### src/rtl/mem_stage.sv
// mem_stage: memory-access stage; routes LW/SW to data memory over req/ack, passes other ops straight to write-back
// Ports:
//   clk, rst                         clock, asynchronous active-high reset
//   op, regcData_i, regcAddr_i,      execute result; regcData_i is the effective address for LW/SW
//   regcWr_i, storeData_i, valid_i
//   stall                            combinational hold request to upstream
//   memReq, memWe, memAddr,          registered memory request side
//   memWdata
//   memAck, memRdata                 memory completion pulse and read data
//   wbData, wbAddr, wbWr             registered register-file write port
//   memErr                           one-cycle pulse on misaligned access or timeout
module mem_stage #(
    parameter int              REG_LENGTH   = 32,
    parameter int              REG_ADDR_LEN = 5,
    parameter int              OP_LENGTH    = 6,
    parameter int              MEM_TIMEOUT  = 16,
    parameter logic [OP_LENGTH-1:0] CMD_LW  = 6'h23,
    parameter logic [OP_LENGTH-1:0] CMD_SW  = 6'h2B
) (
    input  logic                    clk,
    input  logic                    rst,
    input  logic [OP_LENGTH-1:0]    op,
    input  logic [REG_LENGTH-1:0]   regcData_i,
    input  logic [REG_ADDR_LEN-1:0] regcAddr_i,
    input  logic                    regcWr_i,
    input  logic [REG_LENGTH-1:0]   storeData_i,
    input  logic                    valid_i,
    output logic                    stall,
    output logic                    memReq,
    output logic                    memWe,
    output logic [REG_LENGTH-1:0]   memAddr,
    output logic [REG_LENGTH-1:0]   memWdata,
    input  logic                    memAck,
    input  logic [REG_LENGTH-1:0]   memRdata,
    output logic [REG_LENGTH-1:0]   wbData,
    output logic [REG_ADDR_LEN-1:0] wbAddr,
    output logic                    wbWr,
    output logic                    memErr
);
    localparam int CNT_W = (MEM_TIMEOUT > 2) ? $clog2(MEM_TIMEOUT) : 1;
    localparam logic [CNT_W-1:0] CNT_LAST = CNT_W'(MEM_TIMEOUT - 1);

    typedef enum logic {IDLE, WAIT} state_t;

    state_t                  state;
    logic [CNT_W-1:0]        cnt;
    logic [REG_ADDR_LEN-1:0] lat_addr;
    logic                    lat_wr;
    logic                    is_mem;
    logic                    misaligned;

    assign is_mem     = (op == CMD_LW) || (op == CMD_SW);
    assign misaligned = |regcData_i[1:0];

    // Low in the ack cycle so upstream advances on the completing edge.
    assign stall = !rst && (state == WAIT ? !memAck : valid_i && is_mem && !misaligned);

    always_ff @(posedge clk or posedge rst) begin
        if (rst) begin
            state    <= IDLE;
            cnt      <= '0;
            lat_addr <= '0;
            lat_wr   <= 1'b0;
            memReq   <= 1'b0;
            memWe    <= 1'b0;
            memAddr  <= '0;
            memWdata <= '0;
            wbData   <= '0;
            wbAddr   <= '0;
            wbWr     <= 1'b0;
            memErr   <= 1'b0;
        end else begin
            wbWr   <= 1'b0;
            memErr <= 1'b0;
            if (state == IDLE) begin
                if (valid_i) begin
                    if (!is_mem) begin
                        wbData <= regcData_i;
                        wbAddr <= regcAddr_i;
                        wbWr   <= regcWr_i;
                    end else if (misaligned) begin
                        memErr <= 1'b1;
                    end else begin
                        state    <= WAIT;
                        cnt      <= '0;
                        memReq   <= 1'b1;
                        memWe    <= (op == CMD_SW);
                        memAddr  <= regcData_i;
                        memWdata <= storeData_i;
                        lat_addr <= regcAddr_i;
                        lat_wr   <= regcWr_i;
                    end
                end
            end else if (memAck) begin
                // Ack takes priority over a coinciding timeout.
                state  <= IDLE;
                memReq <= 1'b0;
                if (!memWe) begin
                    wbData <= memRdata;
                    wbAddr <= lat_addr;
                    wbWr   <= lat_wr;
                end
            end else if (cnt == CNT_LAST) begin
                state  <= IDLE;
                memReq <= 1'b0;
                memErr <= 1'b1;
            end else begin
                cnt <= cnt + CNT_W'(1);
            end
        end
    end
endmodule

### config.mk
export PLATFORM = sky130hd
export DESIGN_NAME = mem_stage
export DESIGN_NICKNAME = d
export VERILOG_FILES = /design/src/rtl/mem_stage.sv
export SDC_FILE = /design/constraint.sdc
export NUM_CORES = 1
export LEC_CHECK = 0
export ABC_AREA = 1
export CORE_MARGIN = 2
export CORE_UTILIZATION = 45
export DETAILED_ROUTE_END_ITERATION = 16
export PLACE_DENSITY = 0.82
export SYNTH_ARGS = -nofsm -noshare
export SYNTH_HDL_FRONTEND = slang
export SYNTH_SLANG_ARGS = --single-unit
### constraint.sdc
create_clock -name clk -period 6.5 [get_ports clk]
set_input_delay 0.65 -clock clk [delete_from_list [all_inputs] [get_ports clk]]
set_output_delay 0.65 -clock clk [all_outputs]
set_load 0.01 [all_outputs]
## Yosys cells after proc, flatten, opt, wreduce, memory -nomap -nowiden

Index checks and enable logic that the tools add are counted.

| word-level totals | value |
|---|---|
| register bits | 116 |
| output and inout bits | 106 |
| logic and storage cells | 79 |

| operators by class | value |
|---|---|
| $add $sub $neg | 1 |
| equal/unequal tests | 10 |
| mux-type cells | 40 |
| bitwise logic cells | 2 |
| reductions and logical operators | 14 |

Operators with widths:

| cell | number |
|---|---|
| 2-to-1 mux 32 bit | 5 |
| 2-to-1 mux 5 bit | 5 |
| 2-to-1 mux 1 bit | 24 |
| 2-to-1 mux 4 bit | 6 |
| equality test 6 bit, second input constant | 2 |
| != test 2 bit, second input constant | 6 |
| AND reduction 4 bit | 3 |
| AND reduction 5 bit | 1 |
| adder 4 x 1 -> 4 bit, second input constant | 1 |
| equality test 4 bit, second input constant | 1 |
| nonzero test 2 bit | 2 |
| logical AND 1 bit | 3 |
| zero test 1 bit | 3 |
| != test 3 x 2 -> 1 bit, second input constant | 1 |
| NOT 1 bit | 2 |
| OR reduction 2 bit | 1 |
| logical OR 1 bit | 1 |

## Depth between registers and ports, before layout

| logic depth | value |
|---|---|
| depth in word-level cells | 6 |
| gate-level depth with buffers | 8 |

## Worst setup path before layout

Ideal clock, no wire load.

| path | value |
|---|---|
| kind | input to output |
| from | input op[4] |
| to | output stall |
| data arrival time | 1.511 ns |
| required time | 5.850 ns |
| setup slack | 4.339 ns |
| stages on the path | 7 |
| cell sequence | inv_1 > nand3_1 > nor2_2 > nand2_2 > buf_6 > buf_2 > a21oi_1 |

| between the ends | value |
|---|---|
| word-level cells in the longest chain between the ends | 6 |
| elaborated cells on any way between the ends | 7 |
| classes of those cells | 2 x eq/ne; 1 x mux; 4 x reduce/logical |

Ends and longest elaborated chain:

| what | line | text |
|---|---|---|
| from (decl) | 22 | `input logic [OP_LENGTH-1:0] op,` |
| equality test 6 bit | 52 | `assign is_mem = (op == CMD_LW) \|\| (op == CMD_SW);` |
| logical OR 1 bit * | 52 |  |
| logical AND 1 bit * (2 in a row) | 56 | `assign stall = !rst && (state == WAIT ? !memAck : valid_i && is_mem && !misaligned);` |
| 2-to-1 mux 1 bit * | 56 |  |
| logical AND 1 bit * | 56 |  |
| to (decl) | 28 | `output logic stall,` |

Every way passes the cells marked *; elsewhere a longest branch is shown, timed or not.

## Worst setup path after layout

| path | value |
|---|---|
| from | register state |
| to | output stall |

| between the ends | value |
|---|---|
| word-level cells in the longest chain between the ends | 2 |

Ends and longest elaborated chain:

| what | line | text |
|---|---|---|
| from (decl) | 45 | `state_t state;` |
| from (signal assigned) | 60 | `state <= IDLE;` |
| from (signal assigned) | 84 | `state <= WAIT;` |
| from (signal assigned) | 96 | `state <= IDLE;` |
| 2-to-1 mux 1 bit | 56 |  |
| logical AND 1 bit | 56 |  |

Every way passes these cells.

==> results.yml <==
status:
  status: "finished, final reports clean"
synthesis:
  synth_warnings: 0
  syn_inst: 603
  synth_nets: 716
  ys_ff_latch: 116
  ys_seq_area_share_pct: 58.3
  yosysTopAreaCell: "dfrtp_1"
  syn_area_per_cell_um2: 8.26
  ys_types: 20
  synth_area_leaders: "dfrtp_1 (58%), nand2_1 (20%), o21ai_0 (5.9%)"
  syn_area_mm2: 0.00498
  yosysTopAreaCellShare_pct: 58.3
sta:
  slew_headroom_pct: 22.8
  rsz0062_at_grt: "no"
  final_max_slew_viol_count: 0
  fin_tns_setup_ns: 0
  layout_worst_path_cycle_share_pct: 57.2
  hold_violations: 0
  worst_pin_slew_ns: 1.16
  fmax_mhz: 269
  timing.final.crit_period_ns: 3.72
  finalSetupViolations: 0
  finClkSkew_ns: 0.0107
drt:
  final_antenna_net_count: 0
  drtIter0Drc: 407
  vias: 4642
  avgViaCountPerCell: 4.85
  wl_um: 13700
  drtPass1Iterations: 4
  drc: 0
  wire_per_inst_um: 14.3
setup_path:
  critPathRequiredTime_ns: 5.85
  reg2reg_depth: 6
  worstPathMaxFanout: 77
  reg2reg_to: "wbData[6]"
  cp.arrival_ns: 3.07
  crit_path_end_kind: "output port"
  r2r-start: "state"
  worst-setup-path-type: "flip-flop to output port"
  worst_setup_path_start_kind: "flip-flop"
  rrSetupSlack_ns: 3.30
placement:
  dp_hpwl_um: 9440
  port-buffer-count: 217
  gp_congestion: 0.773
global_route:
  grt_pass1_wl_um: 21700
  grt_overflow: 0
  grt_max_degree: 80
  grt_pass1_vias: 4611
  track_usage_pct: 23.5
  grt_antenna_before_repair: 0
power:
  p_sw_mw: 0.465
  swShare_pct: 23.6
  power.density_mw_per_mm2: 256
  clkPwrFrac_pct: 41.9
  p_comb_share_pct: 16.3
  vdd_drop_max_mv: 0.163
  p_int_mw: 1.51
  p_total_mw: 1.97
  seq_power_share_pct: 41.7
  p_leak_nw: 3.75
clock_tree:
  numCtsBuffers: 17
  clk_latency_ns: 0.50
  cts_resized: 0
  cts_buffer_depth: 2
  cts_tree: "yes"
  cts_sinks: 116
  cts_hold_buf: 0
  root_buffer: "clkbuf_8"
  clk_pin_slew_ns: 0.05
  cts_setup_buffers: 0
  h-tree-depth: 4
layout:
  nNetsFinal: 921
  diodes: 0
  layout-drive-gt1-share_pct: 4.77
  area_growth_pct: 54.4
worst_hold_path:
  holdPathStages: 2
  worstHoldStart: "wbData[4]"
  hp-class: "flip-flop to flip-flop"
  min_to: "wbData[4]"
die:
  die_height_um: 109
  die-area_mm2: 0.0119
  initial_utilization_pct: 45.9
  io_pins: 218
  dieWidth_um: 109
  core-area_mm2: 0.0108
  rows: 38
job:
  maxCapViolations: 0
sequential cells by signal (all words and copies together) (netlist names):
signal	flops
memWdata	32
memAddr	32
lat_wr	1
wbWr	1
wbData	32
memReq	1
wbAddr	5
lat_addr	5
memWe	1
memErr	1
cnt	4
state	1
per-stage QoR:
step	util (%)	area (um^2)	setup WS, ns	std cells	hold WS, ns
floorplan	-	4980	2.78	603	0.449
global placement	66.1	7160	3.33	929	0.455
detailed placement	66.1	7160	3.30	929	0.460
CTS	70.9	7690	2.76	957	0.472
global route	70.9	7690	2.46	957	0.498
finish	70.9	7690	2.78	957	0.472
cells in the final DEF, fill, tap and decap left out, drive strengths merged:
cell,instances
a21oi,2
buf,3
bufinv,1
clkbuf,22
clkdlybuf4s50,217
clkinv,5
dfrtp,116
ha,1
inv,50
nand2,269
nand3,45
nor2,8
nor3,1
o21ai,74
o22ai,1
or2,2
Yosys cell counts:
| cell | count |
|---|---|
| or2_2 | 1 |
| nand2_1 | 266 |
| ha_1 | 1 |
| nor3_1 | 1 |
| buf_4 | 1 |
| inv_2 | 2 |
| o22ai_1 | 1 |
| o21ai_1 | 15 |
| inv_1 | 48 |
| o21ai_0 | 59 |
| nand3_1 | 45 |
| a21oi_1 | 2 |
| nor2_2 | 1 |
| nand2_2 | 3 |
| buf_6 | 5 |
| clkbuf_1 | 5 |
| or2_1 | 1 |
| nor2_1 | 7 |
| dfrtp_1 | 116 |
| buf_2 | 23 |
power groups by stage:
stage          Combinational, mW  Clock (mW)  Sequential, mW
2_1_floorplan             0.0865           0           0.856
3_3_place_gp               0.317           0           0.830
3_5_place_dp               0.324           0           0.832
4_1_cts                    0.326       0.839           0.823
5_1_grt                    0.353       0.878           0.829
6_report                   0.322       0.827           0.823
worst max-delay path, cell delays in order, from the launching register on:
cell and delay, ns:
dfrtp_2 1.13, inv_2 0.14, nand2_1 0.17, nor2_1 0.09, nand2_4 0.38, a21oi_1 0.13, clkdlybuf4s50_1 0.51
logic make-up after synthesis:
| group | synth area share, % |
|---|---|
| fa+ha+maj | 0.251 |
| buf+inv | 7.74 |
| flops | 58.3 |
| compound gates | 7.76 |
| simple gates | 26.0 |
per-layer routing:
layer / up-vias / share of wire, % / track usage (%)
met5: - / 0 / 0
met3: 18 / 8.7 / 6.40
met2: 184 / 49 / 39.2
met4: 0 / 1.7 / 8.86
li1: 2285 / - / -
met1: 2155 / 40 / 29.4
worst max-delay path by stage:
stage	end	startpoint	cells after the start
after global routing	stall	state	6
final	stall	state	6
after global placement	stall	op[5]	6
after floorplan	cnt[0]	rst	1
after CTS	stall	state	6
after detailed placement	stall	valid_i	6
cell type report:
class                      instances  area (um^2)
inverter                          50          190
tap                              140          175
fill                             874         3150
clock inverter                     6         55.1
timing repair buffer             220         2190
sequential                       116         2900
multi-input combinational        403         1700
clock buffer                      22          473
(Power assumes the default switching activity.)
